[config.mk]
export PLATFORM = sky130hd
export DESIGN_NAME = alu_param
export DESIGN_NICKNAME = d
export VERILOG_FILES = /design/src/rtl/alu_param.sv
export SDC_FILE = /design/constraint.sdc
export NUM_CORES = 1
export LEC_CHECK = 0
export ABC_AREA = 1
export CAP_MARGIN = 20
export CORE_MARGIN = 2
export CORE_UTILIZATION = 50
export CTS_CLUSTER_SIZE = 28
export DETAILED_ROUTE_END_ITERATION = 7
export GPL_TIMING_DRIVEN = 0
export PLACE_DENSITY = 0.8
export REMOVE_ABC_BUFFERS = 1
export SYNTH_ARGS = -nofsm -noshare
export SYNTH_HDL_FRONTEND = slang
export SYNTH_SLANG_ARGS = --single-unit
[constraint.sdc]
create_clock -name Clk -period 2.3 [get_ports Clk]
set_input_delay 0.345 -clock Clk [delete_from_list [all_inputs] [get_ports Clk]]
set_output_delay 0.345 -clock Clk [all_outputs]
set_load 0.05 [all_outputs]
[src/rtl/alu_param.sv]
// Parametrised register ALU: A/B operand registers, ACC/ACCH accumulators, op valid/busy
// handshake and a multi-cycle shift-add multiplier.
module alu_param #(
  parameter int unsigned WIDTH = 8,
  parameter int unsigned CNT_W = $clog2(WIDTH + 1)
) (
  input  logic             Clk,
  input  logic             Rst,
  input  logic             Op_valid,
  input  logic [3:0]       ALU_op,
  input  logic [WIDTH-1:0] InData,
  output logic             Busy,
  output logic             Done,
  output logic             Op_drop,
  output logic [WIDTH-1:0] OutData,
  output logic             Out_valid,
  output logic             FlagZ,
  output logic             FlagC,
  output logic             FlagN,
  output logic             FlagE
);

  localparam logic [3:0] OP_LDA    = 4'd1;
  localparam logic [3:0] OP_LDB    = 4'd2;
  localparam logic [3:0] OP_ADD    = 4'd3;
  localparam logic [3:0] OP_SUB    = 4'd4;
  localparam logic [3:0] OP_AND    = 4'd5;
  localparam logic [3:0] OP_OR     = 4'd6;
  localparam logic [3:0] OP_XOR    = 4'd7;
  localparam logic [3:0] OP_OEACC  = 4'd8;
  localparam logic [3:0] OP_SHL    = 4'd9;
  localparam logic [3:0] OP_SHR    = 4'd10;
  localparam logic [3:0] OP_MUL    = 4'd11;
  localparam logic [3:0] OP_OEACCH = 4'd12;
  localparam logic [3:0] OP_CMP    = 4'd13;

  typedef enum logic [1:0] {
    IDLE     = 2'd0,
    MUL_RUN  = 2'd1,
    MUL_DONE = 2'd2
  } state_t;

  state_t             state_q;
  logic [WIDTH-1:0]   a_q;
  logic [WIDTH-1:0]   b_q;
  logic [WIDTH-1:0]   acc_q;
  logic [WIDTH-1:0]   acch_q;
  logic [WIDTH-1:0]   mreg_q;
  logic [CNT_W-1:0]   cnt_q;

  logic               accept;
  logic [WIDTH:0]     add_res;
  logic [WIDTH:0]     sub_res;
  logic [WIDTH-1:0]   res;
  logic               res_c;
  logic               res_upd;
  logic               res_c_upd;
  logic [WIDTH:0]     mul_sum;
  logic [WIDTH-1:0]   mul_hi;
  logic [WIDTH-1:0]   mul_lo;

  // Single-cycle datapath result and which flags it is allowed to touch
  always_comb begin
    accept    = Op_valid && !Busy;
    add_res   = {1'b0, a_q} + {1'b0, b_q};
    sub_res   = {1'b0, a_q} - {1'b0, b_q};
    res       = '0;
    res_c     = FlagC;
    res_upd   = 1'b0;
    res_c_upd = 1'b0;
    case (ALU_op)
      OP_ADD: begin res = add_res[WIDTH-1:0]; res_c = add_res[WIDTH]; res_upd = 1'b1; res_c_upd = 1'b1; end
      OP_SUB: begin res = sub_res[WIDTH-1:0]; res_c = sub_res[WIDTH]; res_upd = 1'b1; res_c_upd = 1'b1; end
      OP_AND: begin res = a_q & b_q; res_upd = 1'b1; end
      OP_OR:  begin res = a_q | b_q; res_upd = 1'b1; end
      OP_XOR: begin res = a_q ^ b_q; res_upd = 1'b1; end
      OP_SHL: begin res = a_q << 1; res_c = a_q[WIDTH-1]; res_upd = 1'b1; res_c_upd = 1'b1; end
      OP_SHR: begin res = a_q >> 1; res_c = a_q[0]; res_upd = 1'b1; res_c_upd = 1'b1; end
      default: ;
    endcase
  end

  // One shift-add step: add multiplicand into the high half, then shift {carry,ACCH,ACC} right
  always_comb begin
    mul_sum = {1'b0, acch_q} + (mreg_q[0] ? {1'b0, a_q} : '0);
    mul_hi  = mul_sum[WIDTH:1];
    mul_lo  = {mul_sum[0], acc_q[WIDTH-1:1]};
  end

  always_ff @(posedge Clk or posedge Rst) begin
    if (Rst) begin
      state_q   <= IDLE;
      a_q       <= '0;
      b_q       <= '0;
      acc_q     <= '0;
      acch_q    <= '0;
      mreg_q    <= '0;
      cnt_q     <= '0;
      OutData   <= '0;
      Busy      <= 1'b0;
      Done      <= 1'b0;
      Op_drop   <= 1'b0;
      Out_valid <= 1'b0;
      FlagZ     <= 1'b0;
      FlagC     <= 1'b0;
      FlagN     <= 1'b0;
      FlagE     <= 1'b0;
    end else begin
      Done      <= 1'b0;
      Out_valid <= 1'b0;
      Op_drop   <= Op_valid && Busy;
      case (state_q)
        MUL_RUN: begin
          acch_q <= mul_hi;
          acc_q  <= mul_lo;
          mreg_q <= mreg_q >> 1;
          cnt_q  <= cnt_q + CNT_W'(1);
          if (cnt_q == CNT_W'(WIDTH - 1)) begin
            state_q <= MUL_DONE;
            Busy    <= 1'b0;
            Done    <= 1'b1;
            FlagZ   <= ({mul_hi, mul_lo} == '0);
            FlagN   <= mul_hi[WIDTH-1];
            FlagC   <= |mul_hi;
          end
        end
        default: begin
          // MUL_DONE lasts one cycle and accepts ops exactly like IDLE
          state_q <= IDLE;
          if (accept) begin
            if (res_upd) begin
              acc_q <= res;
              FlagZ <= (res == '0);
              FlagN <= res[WIDTH-1];
            end
            if (res_c_upd) FlagC <= res_c;
            case (ALU_op)
              OP_LDA:    a_q <= InData;
              OP_LDB:    b_q <= InData;
              OP_CMP:    FlagE <= (a_q == b_q);
              OP_OEACC:  begin OutData <= acc_q;  Out_valid <= 1'b1; end
              OP_OEACCH: begin OutData <= acch_q; Out_valid <= 1'b1; end
              OP_MUL: begin
                acc_q   <= '0;
                acch_q  <= '0;
                mreg_q  <= b_q;
                cnt_q   <= '0;
                Busy    <= 1'b1;
                state_q <= MUL_RUN;
              end
              default: ;
            endcase
          end
        end
      endcase
    end
  end

endmodule

Yosys cells after proc, flatten, opt, wreduce, memory -nomap -nowiden

Cells that the tools add are included.

$add $sub $neg: 4
Eq/ne operators: 17
Mux-type cells: 44
Bitwise gates (word level): 4
Reductions and logical operators: 25

Operators by type and width:

| cell                                                            | count |
|---|---|
| 8-bit two-way mux                                               | 11 |
| 8-bit one-hot mux with 7 select lines                           | 1 |
| 1-bit two-way mux                                               | 25 |
| 4-bit == test, second input constant                            | 6 |
| 4-bit by 3-bit == test with 1-bit output, second input constant | 5 |
| 8-bit by 8-bit adder with 9-bit output                          | 2 |
| 3-bit AND reduction                                             | 6 |
| 16-bit zero test                                                | 1 |
| 8-bit one-hot mux with 2 select lines                           | 1 |
| 4-bit two-way mux                                               | 3 |
| 2-bit nonzero test                                              | 5 |
| 8-bit by 8-bit subtractor with 9-bit output                     | 1 |
| 8-bit AND                                                       | 1 |
| 4-bit by 2-bit == test with 1-bit output, second input constant | 2 |
| 8-bit == test                                                   | 1 |
| 8-bit zero test                                                 | 1 |
| 8-bit OR                                                        | 1 |
| 8-bit OR reduction                                              | 1 |
| 8-bit bitwise XOR                                               | 1 |
| 7-bit OR reduction                                              | 1 |
| 5-bit nonzero test                                              | 1 |
| 4-bit by 1-bit adder with 4-bit output, second input constant   | 1 |
| 4-bit by 1-bit == test with 1-bit output, second input constant | 1 |
| 2-bit two-way mux                                               | 2 |
| other kinds (11)                                                | 13 |

Register bits: 62
Bits of input ports: 15
Output and inout port bits: 16

Logic depth before layout (Yosys ltp)

Gate-level depths: netlist of run 1.

Word-level depth: 7
Mapped depth: 17

Worst setup path after synthesis of run 1

Ideal clock, no wire load.

Kind: register -> register
Start: reg mreg_q[0]
End: reg FlagC
Library setup time: 0.126 ns
Arrival time: 2.109 ns
Path slack: 0.064 ns
Stages on the path, launching flop included: 15
Path buffers: 1
Clock period less this slack: 2.236 ns
Cells stage by stage: dfrtp_1 clkbuf_1 nand2_1 inv_1 ha_1 inv_1 fa_1 o21ai_0 nand2_1 nand3_1 nand2_1 nor2_1 nand4_1 nand3_1 o21ai_0

Longest elaborated chain between the ends: 5

RTL lines:

| what                                   | RTL line | source |
|---|---|---|
| from (decl)                            | 48       | `logic [WIDTH-1:0] mreg_q;` |
| from (signal assigned)                 | 116      | `mreg_q <= mreg_q >> 1;` |
| from (signal assigned)                 | 146      | `mreg_q <= b_q;` |
| 8-bit two-way mux                      | 85       | `mul_sum = {1'b0, acch_q} + (mreg_q[0] ? {1'b0, a_q} : '0);` |
| 8-bit by 8-bit adder with 9-bit output | 85       |  |
| 8-bit OR reduction                     | 124      | `FlagC <= \|mul_hi;` |
| 1-bit two-way mux                      | 118      | `if (cnt_q == CNT_W'(WIDTH - 1)) begin` |
| 1-bit two-way mux                      | 112      | `case (state_q)` |
| to (signal assigned)                   | 124      |  |
| to (signal assigned)                   | 136      | `if (res_c_upd) FlagC <= res_c;` |
| to (decl)                              | 18       | `output logic FlagC,` |

Every way passes these cells. The select of a mux whose other input is x is not followed.
A chain may end at the register's enable or synchronous reset.

Final worst setup path of run 1

Start: in ALU_op[2]
End: reg acch_q[6]

Longest elaborated chain between the ends: 3

RTL lines:

| what                                 | RTL line | source |
|---|---|---|
| from (decl)                          | 10       | `input logic [3:0] ALU_op,` |
| 4-bit == test                        | 137      | `case (ALU_op)` |
| 2-bit nonzero test (no source line)  | --       |  |
| 2-bit AND reduction (no source line) | --       |  |
| to (signal assigned)                 | 114      | `acch_q <= mul_hi;` |
| to (decl)                            | 47       | `logic [WIDTH-1:0] acch_q;` |

Every way passes these cells.

==> out/qor.csv, run 1 <==
stage;metric;value;unit
drt;final wirelength;12900;um
drt;Initial DRC Count;308;
die;starting density of the core;51.1;%
cells_and_area;Final #Nets;735;
outcome;violated checks;DRC;
placement;PortBufs;30;
sta;Peak Freq;451;MHz
logic_synthesis;ys flop type;dfrtp_1;
sta;WHS;0.307;ns
die;Die ar.;0.00960;sq mm
drt;Vias/cell;5.59;
global_route;global-route wire length before repair;20800;um
power_and_ir_drop;PD cells;1370;mW/mm^2
worst_setup_path;CP arrival;2.47;ns
sta;Slew @ Worst Pin;0.530;ns
clock_network;H-tree depth reported by CTS;3;
drt;Antenna Nets Post-Route;0;
outcome;status;complete, but fails checks;
global_route;number of global-route vias before repair;4201;
sta;Max transition margin;64.5;%
logic_synthesis;Cell variety after synth;37;
cells_and_area;synth-to-layout area growth;20.7;%
sta;Period Utilization, post-route;96.3;%
logic_synthesis;mapped cell area;0.00442;sq mm
worst_setup_path;FF-to-FF path depth;13;
cells_and_area;multi-input logic area;0.00258;sq mm
clock_network;Bufs on Longest Clock Path;2;
clock_network;Clock Sinks;62;
clock_network;Reg clk slew, reported paths;0.08;ns
die;Die X;98.0;um
global_route;GRT Util Overall;27.5;%
worst_setup_path;Critical R2R Launch;a_q[0];
sta;Hold Violations, Final;0;
clock_network;worst skew pair latency;0.36;ns
cells_and_area;Filler cells;794;
sta;Period minus WS final;2.21;ns
cells_and_area;Ant. Diodes;0;
sta;final slew viol count;0;
worst_setup_path;flop2flop setup slack;0.09;ns
placement;DPL Wire Length;9760;um
global_route;initial antenna violation count;0;
logic_synthesis;post-synthesis sequential area ratio;35.1;%
placement;Placer Congestion;0.949;
die;Std-Cell Rows;34;
flow_run;maxcap violations;0;
die;core area;0.00864;sq mm
logic_synthesis;Synth Warn #;0;
drt;WL per Instance;16.1;um
worst_setup_path;crit end category;register;
logic_synthesis;Mean Syn Cell Area;6.90;sq um
cells_and_area;commonest non-fill, non-tap cell in the layout;nand2_1;
worst_setup_path;Worst R2R End;FlagC;
clock_network;total CTS buffers;9;
clock_network;root buf cell;clkbuf_8;
logic_synthesis;Syn Inst Count;640;
worst_setup_path;startpoint types;primary input;
logic_synthesis;flop and latch count out of synthesis;62;
clock_network;CTS tree;built;
global_route;pin count of the biggest net entering global routing;43;
die;Ports;31;
drt;DR DRC count;1;
sta;RSZ-0062 raised after global routing;true;
sta;final sum of negative setup slack;0;ns
cells_and_area;FF/Latch Area;0.00156;sq mm
sta;skew final;0.00983;ns
die;height of the die;98.0;um
logic_synthesis;number of synthesized flops with an enable pin;0;
drt;drt first pass iters;8;
power_and_ir_drop;Worst VDD drop;0.603;mV
drt;routed via count;4452;
sta;final setup fails;0;
worst_setup_path;CP required;2.55;ns
cells_and_area;most frequent cells in the layout;nand2_1 (182), inv_1 (87), nor2_1 (58);
worst_setup_path;Crit Path Max Fanout;16;
cells_and_area;share of post-route cells with drive strength above 1;12.3;%
global_route;total congestion overflow;0;
power_and_ir_drop;Design Power;0.00733;W
power_and_ir_drop;Pleak;2.69;nW
worst_setup_path;critical setup path kind;primary input to register;
worst_hold_path;worst hold-check path type;primary input to async pin;
clock_network;cts-stage hold buffer count;0;
logic_synthesis;Post-synth ARST share;100;%
-- report_power, final --
group	internal (W)	switching (W)	leakage [nW]	total, W
registers	0.00155	0.000488	0.783	0.00204
clock network	0.000725	0.000487	0.120	0.00121
logic	0.00148	0.00260	1.78	0.00408
total	0.00375	0.00357	2.69	0.00733
-- worst max-delay path by stage --
stage,from,end,cells past startpoint
final,ALU_op[2],acch_q[6],8
after global routing,mreg_q[0],FlagC,14
after CTS,a_q[2],FlagN,14
after detailed placement,ALU_op[3],acc_q[7],13
after global placement,state_q[1],acch_q[5],7
after floorplan,state_q[1],acch_q[5],7
-- cells in the mapped netlist (3+ instances only) --
cell type    n  area share [%]
nand2_1    185              16
inv_1       93             7.9
nor2_1      63             5.4
dfrtp_1     62              35
nand3_1     49             5.6
a21oi_1     42             4.8
o21ai_0     37             4.2
ha_1        33             9.3
nand4_1     10             1.4
o211ai_1     7             1.2
clkbuf_1     6            0.51
buf_2        5            0.57
nor2_2       5            0.71
nor3_1       4            0.45
o21ai_1      4            0.45
xnor2_1      4            0.79
fa_1         3             1.4
inv_2        3            0.25
-- worst max-delay path, cell delays in order --
cell             delay (ns)
clkdlybuf4s50_1        0.57
inv_2                  0.19
nand2_2                0.10
nor2_1                 0.28
nor2_1                 0.21
nor2_2                 0.30
inv_2                  0.20
a22o_1                 0.26
-- what timing repair did --
item	in CTS	in global routing
cloned	1	0
setup endpoints to repair	20	24
setup buffers	1	13
gates resized for setup	10	41
pin swaps	0	14
-- cells by family (layout without fill, tap and decap cells) --
family / count (synthesis) / count (layout) / share of synthesized area [%]
xor+xnor: 5 / 5 / 0.991
flops: 62 / 62 / 35.1
compound gates: 102 / 102 / 12.9
fa+ha+maj: 36 / 36 / 10.7
simple gates: 324 / 324 / 30.5
buf+inv: 111 / 160 / 9.74
-- metrics by stage --
step	cell area (sq um)	utilization [%]	setup WS (ns)	instances
floorplan	4350	-	-0.131	626
global placement	4790	55.4	-1.23	764
detailed placement	4820	55.8	-0.407	766
CTS	5110	59.1	0.0184	784
global route	5330	61.8	-0.0667	797
finish	5330	61.8	0.0851	797
-- registers in the layout, indices dropped and copies added, names as in the netlist, 2 cells and up --
| name | cells |
|---|---|
| OutData | 8 |
| acc_q | 8 |
| state_q | 2 |
| b_q | 8 |
| cnt_q | 4 |
| a_q | 8 |
| mreg_q | 8 |
| acch_q | 8 |
-- cell type report --
type,instances,share of cell area [%]
Timing Repair inverter,1,0.0939
Clock inverter,7,2.25
Inverter,97,6.90
Timing Repair Buffer,46,8.24
Tap cell,108,2.53
Multi-Input combinational cell,467,48.4
Sequential cell,62,29.3
Clock buffer,9,2.32
-- metal layers --
metal	up-vias	GRT usage (%)	routed length [um]
met1	2113	35.2	5460
met4	0	10.5	434
met3	35	4.51	766
met5	-	0	0
li1	2141	-	-
met2	163	46.7	6190
(Power assumes the default switching activity.)
==> run 2: changes to the inputs <==
CORE_ASPECT_RATIO = 1.1   (was not set)
clock period = 1.9 ns   (was 2.3 ns; I/O delays follow)
==> run 2 against run 1 <==
Effect of this change: die area barely moved; non-clock buffer count rose by 12; the run ends with setup timing left; sequential share of layout area fell by 1.5 points; largest cell class unchanged.
==> out/qor.csv, run 2 (same netlist as run 1, synthesis figures left out) <==
stage;metric;value;unit;change
placement;DPL Wire Length;9790;um;was 9760 um
sta;Peak Freq;462;MHz;
sta;Max transition margin;57.6;%;was 64.5%
drt;WL per Instance;16.9;um;was 16.1 um
worst_setup_path;flop2flop setup slack;-0.26;ns;was 0.09 ns
global_route;met1 Use GR;36.9;%;was 35.2%
clock_network;root buf cell;clkbuf_8;;unchanged
clock_network;total CTS buffers;9;;unchanged
die;starting density of the core;52.0;%;was 51.1%
sta;Period minus WS final;2.16;ns;
power_and_ir_drop;Worst VDD drop;0.904;mV;was 0.603 mV
global_route;initial antenna violation count;0;;unchanged
global_route;GRT Util Overall;29.6;%;was 27.5%
die;height of the die;103;um;was 98.0 um
sta;final setup fails;6;;was 0
clock_network;CTS tree;built;;unchanged
die;Die ar.;0.00960;sq mm;about the same
cells_and_area;Final #Nets;748;;was 735
sta;Hold Violations, Final;0;;unchanged
clock_network;Reg clk slew, reported paths;0.08;ns;about the same
flow_run;maxcap violations;0;;unchanged
placement;PortBufs;30;;unchanged
worst_setup_path;startpoint types;register;;was primary input
sta;Period Utilization, post-route;114;%;
cells_and_area;Finished Layout Cells;813;;was 797
cells_and_area;Filler cells;713;;was 794
cells_and_area;most frequent cells in the layout;nand2_1 (172), inv_1 (76), dfrtp_1 (52);;was nand2_1 (182), inv_1 (87), nor2_1 (58)
drt;Antenna Nets Post-Route;0;;unchanged
placement;Placer Congestion;0.954;;was 0.949
die;core area;0.00850;sq mm;was 0.00864 sq mm
worst_setup_path;CP arrival;2.46;ns;was 2.47 ns
clock_network;Bufs on Longest Clock Path;2;;unchanged
clock_network;cts-stage hold buffer count;0;;unchanged
power_and_ir_drop;PD cells;1640;mW/mm^2;was 1370 mW/mm^2
cells_and_area;share of post-route cells with drive strength above 1;22.2;%;was 12.3%
outcome;violated checks;setup timing;;was DRC
drt;drt first pass iters;5;;was 8
global_route;number of global-route vias before repair;4317;;was 4201
global_route;global-route wire length before repair;21600;um;was 20800 um
drt;final wirelength;13700;um;was 12900 um
drt;routed via count;4485;;was 4452
worst_setup_path;Crit Path Max Fanout;5;;was 16
clock_network;worst skew pair latency;0.36;ns;about the same
sta;slack of the critical path;-0.265;ns;was 0.0851 ns
cells_and_area;post-layout util;66.2;%;was 61.8%
worst_setup_path;CP required;2.20;ns;was 2.55 ns
die;Ports;31;;unchanged
worst_setup_path;crit end category;register;;unchanged
placement;Post-Place Cell Area;0.00481;sq mm;was 0.00482 sq mm
global_route;layer with the highest usage;met2;;unchanged
sta;skew final;0.0135;ns;was 0.00983 ns
global_route;GR Util met3;4.31;%;was 4.51%
sta;final slew viol count;0;;unchanged
placement;placed insts;768;;was 766
drt;DR DRC count;0;;was 1
worst_setup_path;FF-to-FF path depth;13;;unchanged
outcome;status;complete, but fails checks;;unchanged
worst_setup_path;Critical R2R Launch;a_q[0];;unchanged
power_and_ir_drop;Pleak;2.76;nW;was 2.69 nW
clock_network;H-tree depth reported by CTS;3;;unchanged
cells_and_area;Ant. Diodes;0;;unchanged
sta;RSZ-0062 raised after global routing;true;;unchanged
global_route;M2 GR Usage;51.9;%;was 46.7%
cells_and_area;commonest non-fill, non-tap cell in the layout;nand2_1;;unchanged
cells_and_area;synth-to-layout area growth;27.4;%;was 20.7%
drt;Vias/cell;5.52;;was 5.59
worst_setup_path;Worst R2R End;FlagZ;;was FlagC
clock_network;Clock Sinks;62;;unchanged
global_route;total congestion overflow;0;;unchanged
cells_and_area;multi-input logic area;0.00286;sq mm;was 0.00258 sq mm
worst_setup_path;critical setup path kind;register to register;;was primary input to register
die;Std-Cell Rows;35;;was 34
worst_hold_path;worst hold-check path type;primary input to async pin;;unchanged
cells_and_area;FF/Latch Area;0.00156;sq mm;about the same
sta;Slew @ Worst Pin;0.636;ns;was 0.530 ns
die;Die X;93.6;um;was 98.0 um
drt;Initial DRC Count;298;;was 308
global_route;pin count of the biggest net entering global routing;39;;was 43
placement;Post-Place Worst Slack;-1.04;ns;was -0.407 ns
cells_and_area;post-route cell area;0.00563;sq mm;was 0.00533 sq mm
==> run 2: changes by cell type in the layout (fill, tap and decap cells not counted), moves of 6 or more <==
| cell | before | now |
|---|---|---|
| inv_1 | 87 | 76 |
| a21oi_1 | 41 | 34 |
| ha_1 | 25 | 19 |
| nand3_2 | 1 | 11 |
| nor2_1 | 58 | 47 |
| nand2_2 | 5 | 13 |
| nor2_2 | 8 | 15 |
| nand3_1 | 47 | 37 |
| a21oi_2 | 1 | 7 |
| inv_2 | 8 | 19 |
| nand2_1 | 182 | 172 |
| buf_4 | 14 | 27 |
| ha_4 | 4 | 11 |
==> run 2: how the worst max path moves through the flow <==
stage	from	end	slack, ns
global placement	state_q[1]	acch_q[6]	-1.65
detailed placement	state_q[1]	acch_q[6]	-1.04
floorplan	state_q[1]	acch_q[5]	-0.53
finish	a_q[0]	FlagZ	-0.26
global route	mreg_q[0]	FlagZ	-0.35
CTS	a_q[0]	FlagZ	-0.20
==> run 2: area by class of cell <==
cell class                 instances  share of cell area (%)
clock buffer                      11                    2.33
clock inverter                     5                   0.622
inverter                          97                    6.54
multi-input combinational        468                    50.8
sequential                        62                    27.8
tap                              111                    2.47
timing repair buffer              58                    9.40
timing repair inverter             1                  0.0889
==> run 2: where the power goes <==
part           internal, W  switching [W]
Sequential         0.00188       0.000564
Combinational      0.00219        0.00353
Clock             0.000476       0.000582
==> run 2: worst max-delay path: stages (launching register included) <==
cell and delay, ns:
dfrtp_2 0.44, nand2_1 0.08, inv_1 0.06, ha_2 0.17, inv_2 0.04, fa_2 0.38
o21ai_4 0.22, xnor2_2 0.14, nand3b_1 0.11, nor2_2 0.11, nand4_1 0.14, nand2_1 0.11
nand2_1 0.05, nand2_1 0.05
==> run 2: timing repair <==
| action | 4_1_cts | 5_1_grt |
|---|---|---|
| buffers inserted | 16 | 11 |
| setup endpoints to repair | 60 | 33 |
| pin swaps | 6 | 17 |
| cloned | 2 | 0 |
| gates resized for setup | 66 | 62 |
==> run 2: layer usage <==
layer  wire (um)  share of wire (%)  up-vias
met2        6840                 50      163
li1            -                  -     2172
met4         538                3.9        0
met5           0                  0        -
met3         795                5.8       47
met1        5550                 40     2103
==> run 2: per-stage QoR <==
stage,hold slack [ns],setup TNS (ns),total power [W]
floorplan,0.389,-13.39,0.00543
global placement,0.469,-128.92,0.00664
detailed placement,0.484,-36.70,0.00680
CTS,0.307,-0.519,0.00853
global route,0.369,-1.51,0.00986
finish,0.289,-0.740,0.00922
==> run 3: changes to the inputs <==
ABC_CLOCK_PERIOD_IN_PS = 1900   (was not set)
CORE_UTILIZATION = 40   (was 50)
GPL_ROUTABILITY_DRIVEN = 0   (was not set)
PLACE_DENSITY = 0.68   (was 0.8)
==> run 3 against run 2 <==
Effect of this change: the run still ends with setup timing left; sequential cell count did not move; highest routed layer unchanged; critical path type unchanged; clock power rose by 42%; largest cell class unchanged; sequential power barely moved; critical endpoint unchanged.
==> out/qor.csv, run 3 (same netlist as run 1, synthesis figures left out) <==
stage;metric;value;unit;change
outcome;status;complete, but fails checks;;unchanged
outcome;violated checks;setup timing;;unchanged
worst_setup_path;CP required;2.17;ns;was 2.20 ns
power_and_ir_drop;Pleak;2.80;nW;was 2.76 nW
drt;DR DRC count;0;;unchanged
clock_network;CTS tree;built;;unchanged
cells_and_area;Filler cells;1005;;was 713
global_route;number of global-route vias before repair;4312;;was 4317
power_and_ir_drop;Worst VDD drop;0.734;mV;was 0.904 mV
worst_setup_path;flop2flop setup slack;-0.25;ns;was -0.26 ns
worst_setup_path;critical setup path kind;register to register;;unchanged
flow_run;maxcap violations;0;;unchanged
cells_and_area;commonest non-fill, non-tap cell in the layout;nand2_1;;unchanged
power_and_ir_drop;Switch Pwr;0.00458;W;was 0.00468 W
drt;Antenna Nets Post-Route;0;;unchanged
sta;Peak Freq;465;MHz;was 462 MHz
die;Std-Cell Rows;40;;was 35
cells_and_area;post-route cell area;0.00577;sq mm;was 0.00563 sq mm
drt;drt first pass iters;5;;unchanged
global_route;initial antenna violation count;0;;unchanged
clock_network;worst skew pair latency;0.33;ns;was 0.36 ns
die;Die X;104;um;was 93.6 um
power_and_ir_drop;Gate power share;58.9;%;was 62.0%
sta;final slew viol count;0;;unchanged
sta;skew final;0.00769;ns;was 0.0135 ns
sta;slack of the critical path;-0.253;ns;was -0.265 ns
sta;Hold Violations, Final;0;;unchanged
power_and_ir_drop;clock power share;15.7;%;was 11.5%
placement;PortBufs;30;;unchanged
drt;WL per Instance;15.1;um;was 16.9 um
sta;final setup fails;7;;was 6
cells_and_area;share of post-route cells with drive strength above 1;22.7;%;was 22.2%
clock_network;root buf cell;clkbuf_16;;was clkbuf_8
clock_network;H-tree depth reported by CTS;3;;unchanged
power_and_ir_drop;internal power;0.00500;W;was 0.00454 W
global_route;total congestion overflow;0;;unchanged
die;core area;0.0109;sq mm;was 0.00850 sq mm
worst_setup_path;Worst R2R End;FlagZ;;unchanged
cells_and_area;synth-to-layout area growth;30.7;%;was 27.4%
placement;Post-Place Cell Area;0.00487;sq mm;was 0.00481 sq mm
worst_setup_path;CP arrival;2.42;ns;was 2.46 ns
sta;Max transition margin;64.6;%;was 57.6%
power_and_ir_drop;Sw Ratio;47.8;%;was 50.7%
cells_and_area;FF/Latch Area;0.00156;sq mm;unchanged
global_route;pin count of the biggest net entering global routing;45;;was 39
die;Die ar.;0.0119;sq mm;was 0.00960 sq mm
drt;routed via count;4507;;was 4485
die;height of the die;114;um;was 103 um
global_route;global-route wire length before repair;20400;um;was 21600 um
worst_setup_path;crit-path cells;nand2_2 -> inv_2 -> ha_4 -> inv_2 -> fa_2 -> o21ai_4 -> nand2_2 -> nand3_2 -> nand2_2 -> nor2_2 -> nand4_1 -> nand2_1 -> nand2_1 -> nand2_1;;was nand2_1 -> inv_1 -> ha_2 -> inv_2 -> fa_2 -> o21ai_4 -> xnor2_2 -> nand3b_1 -> nor2_2 -> nand4_1 -> nand2_1 -> nand2_1 -> nand2_1
cells_and_area;Ant. Diodes;0;;unchanged
worst_setup_path;Crit path largest cell delay;0.44;ns;about the same
drt;final wirelength;12800;um;was 13700 um
sta;Slew @ Worst Pin;0.528;ns;was 0.636 ns
sta;Period Utilization, post-route;113;%;was 114%
power_and_ir_drop;Flop pwr share;25.4;%;was 26.5%
global_route;GRT Util Overall;21.6;%;was 29.6%
power_and_ir_drop;PD cells;1660;mW/mm^2;was 1640 mW/mm^2
worst_setup_path;crit end category;register;;unchanged
drt;Initial DRC Count;489;;was 298
clock_network;Clock Sinks;62;;unchanged
power_and_ir_drop;Design Power;0.00958;W;was 0.00922 W
sta;Period minus WS final;2.15;ns;was 2.16 ns
worst_setup_path;FF-to-FF path depth;14;;was 13
drt;Vias/cell;5.33;;was 5.52
die;starting density of the core;40.7;%;was 52.0%
cells_and_area;most frequent cells in the layout;nand2_1 (168), inv_1 (73), dfrtp_1 (52);;was nand2_1 (172), inv_1 (76), dfrtp_1 (52)
worst_hold_path;worst hold-check path type;primary input to async pin;;unchanged
placement;DPL Wire Length;9020;um;was 9790 um
clock_network;total CTS buffers;9;;unchanged
cells_and_area;multi-input logic area;0.00284;sq mm;was 0.00286 sq mm
clock_network;Bufs on Longest Clock Path;2;;unchanged
clock_network;Reg clk slew, reported paths;0.06;ns;was 0.08 ns
worst_setup_path;Crit Path Max Fanout;5;;unchanged
worst_setup_path;Critical R2R Launch;a_q[0];;unchanged
worst_setup_path;startpoint types;register;;unchanged
die;Ports;31;;unchanged
cells_and_area;Final #Nets;746;;was 748
sta;final sum of negative setup slack;-0.744;ns;was -0.740 ns
worst_setup_path;Worst path slowest cell;dfrtp_2;;unchanged
sta;RSZ-0062 raised after global routing;true;;unchanged
-- run 3: worst max-delay path by stage --
| stage | start | to | slack (ns) |
|---|---|---|---|
| 5_1_grt | a_q[0] | FlagZ | -0.39 |
| 4_1_cts | a_q[0] | FlagZ | -0.21 |
| 6_report | a_q[0] | FlagZ | -0.25 |
| 2_1_floorplan | state_q[1] | acch_q[5] | -0.53 |
| 3_5_place_dp | ALU_op[3] | acc_q[4] | -0.66 |
| 3_3_place_gp | state_q[1] | acch_q[6] | -1.65 |
-- run 3: repair_timing --
action	4_1_cts	5_1_grt
pin swaps	10	18
hold buffers	0	0
hold endpoints to repair	0	0
setup endpoints to repair	56	47
gates cloned	1	0
resized for setup	67	65
setup buffers	19	7
-- run 3: metal layers --
layer  up-vias  GRT usage [%]  part of all wire (%)
li1       2170              -                     -
met1      2078           26.6                    41
met2       213           36.4                    48
met3        46           3.98                   7.3
met4         0           10.8                   3.8
met5         -              0                     0
-- run 3: critical path, delay by kind of cell, from the launching register on --
| family | cells | cell delay (ns) |
|---|---|---|
| flops | 1 | 0.44 |
| fa+ha+maj | 2 | 0.48 |
| compound gates | 1 | 0.22 |
| simple gates | 9 | 0.84 |
| buf+inv | 2 | 0.09 |
-- run 3: cell type report --
| type | instances | area share [%] |
|---|---|---|
| Multi-Input combinational cell | 467 | 49.1 |
| Sequential cell | 62 | 27.1 |
| Timing Repair Buffer | 57 | 9.45 |
| Inverter | 97 | 6.46 |
| Clock buffer | 11 | 4.20 |
| Tap cell | 147 | 3.19 |
| Clock inverter | 4 | 0.412 |
| Timing Repair inverter | 1 | 0.0867 |
-- run 3: power groups by stage --
stage | clock network [W] | logic (W) | registers (W)
detailed placement | 0 | 0.00428 | 0.00244
CTS | 0.00152 | 0.00498 | 0.00241
finish | 0.00150 | 0.00564 | 0.00243
floorplan | 0 | 0.00268 | 0.00275
global route | 0.00159 | 0.00620 | 0.00250
global placement | 0 | 0.00417 | 0.00241
-- run 3: stage by stage --
stage | worst slack (ns) | cells | hold WS, ns | utilization [%]
after global placement | -1.65 | 803 | 0.470 | 44.5
after global routing | -0.391 | 846 | 0.304 | 53.2
after floorplan | -0.531 | 626 | 0.389 | -
after detailed placement | -0.656 | 805 | 0.469 | 44.9
after CTS | -0.213 | 839 | 0.283 | 50.9
final | -0.253 | 846 | 0.269 | 53.2
